[src/rtl/lsu_pkg.sv]
// Shared encodings for the load/store unit: funct3 opcodes, memory write
// lengths, response error codes and FSM states.
package lsu_pkg;

  localparam logic [2:0] F3_B  = 3'b000;
  localparam logic [2:0] F3_H  = 3'b001;
  localparam logic [2:0] F3_W  = 3'b010;
  localparam logic [2:0] F3_BU = 3'b100;
  localparam logic [2:0] F3_HU = 3'b101;

  localparam logic [1:0] WL_BYTE = 2'd0;
  localparam logic [1:0] WL_HALF = 2'd1;
  localparam logic [1:0] WL_WORD = 2'd2;

  localparam logic [1:0] ERR_OK         = 2'd0;
  localparam logic [1:0] ERR_MISALIGNED = 2'd1;
  localparam logic [1:0] ERR_ILLEGAL    = 2'd2;
  localparam logic [1:0] ERR_RANGE      = 2'd3;

  typedef enum logic [1:0] {
    IDLE   = 2'd0,
    ACCESS = 2'd1,
    RESP   = 2'd2
  } state_t;

  // Access width in bytes for a write-length code (funct3[1:0]).
  function automatic logic [2:0] access_size(input logic [1:0] len);
    case (len)
      WL_BYTE: access_size = 3'd1;
      WL_HALF: access_size = 3'd2;
      default: access_size = 3'd4;
    endcase
  endfunction

endpackage

[src/rtl/lsu_load_align.sv]
// Extracts and extends a load value from the memory's big-endian read word;
// the addressed byte always sits in bits [31:24].
module lsu_load_align
  import lsu_pkg::*;
(
  input  logic [2:0]  funct3,
  input  logic [31:0] mem_read_data,
  output logic [31:0] load_value
);

  always_comb begin
    load_value = mem_read_data;
    case (funct3)
      F3_B:    load_value = {{24{mem_read_data[31]}}, mem_read_data[31:24]};
      F3_BU:   load_value = {24'h0, mem_read_data[31:24]};
      F3_H:    load_value = {{16{mem_read_data[31]}}, mem_read_data[31:16]};
      F3_HU:   load_value = {16'h0, mem_read_data[31:16]};
      default: load_value = mem_read_data;
    endcase
  end

endmodule

[src/rtl/load_store_unit.sv]
// Single-outstanding load/store unit: classifies a core request, drives the
// byte-addressed memory for one cycle and returns the result on a valid/ready channel.
module load_store_unit
  import lsu_pkg::*;
#(
  parameter int unsigned MEM_BYTES = 5096
) (
  input  logic        clk,
  input  logic        rst_n,
  input  logic        req_valid,
  output logic        req_ready,
  input  logic        req_we,
  input  logic [2:0]  req_funct3,
  input  logic [31:0] req_addr,
  input  logic [31:0] req_wdata,
  output logic        rsp_valid,
  input  logic        rsp_ready,
  output logic [31:0] rsp_rdata,
  output logic [1:0]  rsp_err,
  output logic [31:0] mem_address,
  output logic [31:0] mem_wr_data,
  output logic        mem_wr_enable,
  output logic [1:0]  mem_write_length,
  input  logic [31:0] mem_read_data
);

  state_t      state;
  logic        we_reg;
  logic [2:0]  funct3_reg;

  logic [2:0]  req_size;
  logic [32:0] req_end;
  logic [1:0]  req_err;
  logic [31:0] store_data;
  logic [31:0] load_value;

  assign req_ready = (state == IDLE);
  assign rsp_valid = (state == RESP);

  // The end address is formed in 33 bits so an access near 2^32 cannot wrap into range.
  always_comb begin
    req_size = access_size(req_funct3[1:0]);
    req_end  = {1'b0, req_addr} + {30'd0, req_size};
    req_err  = ERR_OK;
    if (req_funct3 == 3'b011 || req_funct3[2:1] == 2'b11 || (req_we && req_funct3[2])) begin
      req_err = ERR_ILLEGAL;
    end else if ((req_funct3[1:0] == WL_HALF && req_addr[0]) ||
                 (req_funct3[1:0] == WL_WORD && req_addr[1:0] != 2'b00)) begin
      req_err = ERR_MISALIGNED;
    end else if (req_end > 33'(MEM_BYTES)) begin
      req_err = ERR_RANGE;
    end
  end

  // Store data is left-justified: the memory takes bytes from bit 31 downward.
  always_comb begin
    case (req_funct3[1:0])
      WL_BYTE: store_data = {req_wdata[7:0], 24'h0};
      WL_HALF: store_data = {req_wdata[15:0], 16'h0};
      default: store_data = req_wdata;
    endcase
  end

  lsu_load_align u_load_align (
    .funct3        (funct3_reg),
    .mem_read_data (mem_read_data),
    .load_value    (load_value)
  );

  always_ff @(posedge clk or negedge rst_n) begin
    if (!rst_n) begin
      state            <= IDLE;
      we_reg           <= 1'b0;
      funct3_reg       <= 3'b000;
      rsp_rdata        <= 32'h0;
      rsp_err          <= ERR_OK;
      mem_address      <= 32'h0;
      mem_wr_data      <= 32'h0;
      mem_wr_enable    <= 1'b0;
      mem_write_length <= WL_BYTE;
    end else begin
      case (state)
        IDLE: begin
          if (req_valid) begin
            we_reg     <= req_we;
            funct3_reg <= req_funct3;
            if (req_err != ERR_OK) begin
              rsp_err   <= req_err;
              rsp_rdata <= 32'h0;
              state     <= RESP;
            end else begin
              mem_address      <= req_addr;
              mem_write_length <= req_funct3[1:0];
              mem_wr_enable    <= req_we;
              if (req_we) begin
                mem_wr_data <= store_data;
              end
              state <= ACCESS;
            end
          end
        end
        ACCESS: begin
          // Memory commits a store on this edge; a load is sampled on it.
          mem_wr_enable <= 1'b0;
          rsp_rdata     <= we_reg ? 32'h0 : load_value;
          rsp_err       <= ERR_OK;
          state         <= RESP;
        end
        RESP: begin
          if (rsp_ready) begin
            rsp_rdata <= 32'h0;
            rsp_err   <= ERR_OK;
            state     <= IDLE;
          end
        end
        default: begin
          mem_wr_enable <= 1'b0;
          state         <= IDLE;
        end
      endcase
    end
  end

endmodule

[config.mk]
export PLATFORM = sky130hd
export DESIGN_NAME = load_store_unit
export DESIGN_NICKNAME = d
export VERILOG_FILES = /design/src/rtl/lsu_pkg.sv /design/src/rtl/lsu_load_align.sv /design/src/rtl/load_store_unit.sv
export SDC_FILE = /design/constraint.sdc
export NUM_CORES = 1
export LEC_CHECK = 0
export CORE_AREA = 3 3 124 126
export CTS_CLUSTER_DIAMETER = 50
export DETAILED_ROUTE_END_ITERATION = 8
export DIE_AREA = 0 0 127 129
export MAX_ROUTING_LAYER = met4
export PLACE_DENSITY = 0.76
export SLEW_MARGIN = 0
export SYNTH_ARGS = -nofsm -noshare
export SYNTH_HDL_FRONTEND = slang
export SYNTH_SLANG_ARGS = --single-unit
[constraint.sdc]
create_clock -name clk -period 1.9 [get_ports clk]
set_input_delay 0.19 -clock clk [delete_from_list [all_inputs] [get_ports clk]]
set_output_delay 0.19 -clock clk [all_outputs]
set_load 0.01 [all_outputs]
==> impl_metrics.ini <==
[critical_path]
cp-end-kind = flop
start_kind = primary input
crit_start = req_funct3[1]
critPathRequiredTime_ps = 2140
reg2reg_to = rsp_err[1]
rr_startpoint = state[0]
crit_type = in -> reg
crit_arrival_ps = 3230
r2r_slack_ps = -230
ff2ff_path_depth = 11
cp_max_fo = 8
timing.critical_path.to = rsp_rdata[11]

[yosys]
yosysMostFrequentCell = dfrtp_1
syn_inst = 566
synth_edf_count = 0
ys_seq_area_frac = 0.458
synth_seq_cells = 107
yosys-top-cells-count = 107 x dfrtp_1, 61 x mux2_2, 51 x nand2_1
syn_area_um2 = 5850
synth_top_area_cell = dfrtp_1
syn_nets = 678
yosysWarnings = 0
syn_area_per_cell_um2 = 10.3
ys.flop_type = dfrtp_1
synth_cell_types = 64
synth_area_leaders = dfrtp_1 46%, mux2_2 12%, mux2i_1 6.0%
synth_top_area_share = 0.458
synth-async-reset-ratio = 1.00

[final_layout]
reg_top3 = mem_address: 32 flops, mem_wr_data: 32 flops, rsp_rdata: 32 flops
num-fill-cells = 1073
insertedDiodeCount = 0
fin_nets = 985
final_layout_size_suffix_gt1_frac = 0.274
fin_util = 0.685
syn2layout_area_growth_pct = 68.8

[sta]
slew_headroom = 0.609
rsz0062_at_grt = true
hold_viol = 0
finClkSkew_ps = 9.60
max_slew.worst_pin.slew_ps = 587
worst_slack_ps = -1090
drv_slew = 0
finalSetupViolations = 103
min_period_ps = 2990
setup_tns_ps = -99720
fmax_mhz = 335
period_share = 1.57

[routing]
viasPerCell = 5.34
wl_per_cell_um = 18.7
drt-pass1-iter-count = 5
first_iter_violations = 382
antenna_left = 0
wl_um = 19900
route.detailed.drc = 0
vias = 5669

[global_routing]
antenna_found_initial = 0
grt_pass1_wl_um = 32100
grt_use_met1 = 0.317
overflow = 0
grtUsageMet3 = 0.0390
grt_util_met2 = 0.418
grt_max_degree = 52
grt_usage = 0.254
grt_busiest_layer = met2
grt_pass1_vias = 6144

[power]
leakage_nw = 4.63
ir_worst_vdd_mv = 0.466
p_per_area_nw_per_um2 = 692

[clocking]
clock_tree.root_cell = clkbuf_16
cts_buffer_depth = 2
clock-sinks = 107
clk_latency_ps = 360
clkTransAtPathRegs_ps = 80
cts_tree = yes
htreeDepth = 3
cts_made_buffers = 9

[die]
start_util = 0.406
fp-row-count = 44
core_area_um2 = 14400
die_area_um2 = 16400
die_x_um = 127
die_y_um = 129
ioPinCount = 207

[flow_run]
maxCapViolCount = 0

[outcome]
violations = setup timing
status = finished, violations left

[place]
finalWeightedCongestion = 0.986
dpl.hpwl_um = 14100
numPortBuffers = 206

[worst_hold_path]
min_path_type = in -> reg
## where the power goes
group          switching [mW]  internal (mW)  leakage, nW
clock network           0.916           1.09        0.156
registers               0.118           2.35         1.40
logic                    1.12           1.24         3.07
## logic make-up after synthesis
| logic type | after synthesis | synth area share |
|---|---|---|
| xor gates and xnor gates | 4 | 0.00599 |
| AOI/OAI and AO/OA | 99 | 0.119 |
| and+or+nand+nor | 167 | 0.150 |
| buffers and inverters | 79 | 0.0601 |
| muxes | 102 | 0.189 |
| adders and majority gates | 8 | 0.0184 |
| DFF | 107 | 0.458 |
## per-layer routing
metal,part of all wire,vias to the layer above
li1,-,2609
met1,0.42,2773
met2,0.50,247
met3,0.057,40
met4,0.024,0
met5,0,-
## cell usage in the layout, fill, tap and decap left out, types with 8 or more instances in the layout
cell type        synthesis  layout
nor2b_1                 23      20
buf_6                    4      22
buf_4                    6      81
mux2i_1                 35      32
a21oi_1                 33      31
dfrtp_1                107     107
inv_1                   50      48
mux2_4                   0      62
nand3_1                 10      10
o21ai_0                 18      17
clkbuf_16                0       9
a22o_1                   9       9
nand2_1                 51      50
buf_16                   0       8
clkdlybuf4s50_1          0     198
nor2_1                  34      33
## critical path: stages
cell	delay (ps)
buf_8	110
nor2_4	110
ha_4	140
inv_2	40
fa_2	360
nand2b_4	170
a2111oi_4	340
buf_6	170
buf_4	110
xnor2_2	110
a21oi_2	50
nand4_1	190
nand4_4	130
buf_6	140
o21ai_4	180
buf_6	150
buf_6	100
buf_16	130
mux2_4	300
## worst min-delay path by stage
stage / from / slack, ps / cells after the start / to
detailed placement: rst_n / 190 / 1 / mem_address[14]
global route: req_funct3[0] / 230 / 3 / funct3_reg[0]
global placement: rst_n / 180 / 1 / mem_address[31]
floorplan: rst_n / -110 / 0 / funct3_reg[0]
CTS: req_funct3[0] / 220 / 3 / funct3_reg[0]
finish: req_funct3[0] / 220 / 3 / funct3_reg[0]
## final cells by class
class,count,area (um^2),share of cell area
Clock inverter,6,76.3,0.00773
Timing Repair Buffer,325,3280,0.332
Tap cell,184,230,0.0233
Clock buffer,10,239,0.0242
Sequential cell,107,2680,0.271
Multi-Input combinational cell,380,3180,0.322
Inverter,50,188,0.0190
## per-stage QoR
stage,power (mW),setup slack [ps],instances,hold slack (ps),cell area (um^2)
floorplan,3.52,-1690,566,-106,6160
global placement,4.32,-1780,1014,175,8920
detailed placement,4.39,-1970,1014,193,8920
CTS,6.82,-1220,1062,220,9830
global route,7.14,-1230,1062,228,9870
finish,6.83,-1090,1062,222,9870
## what timing repair did
action                     4_1_cts  5_1_grt
gates cloned                    10        0
hold buffers                     1        0
gates resized for setup         66       11
setup endpoints to repair      105      104
hold endpoints to repair        31        0
setup buffers                   22        0
pin swaps                       10        7
Note: power is estimated with default switching activity, not from simulation.
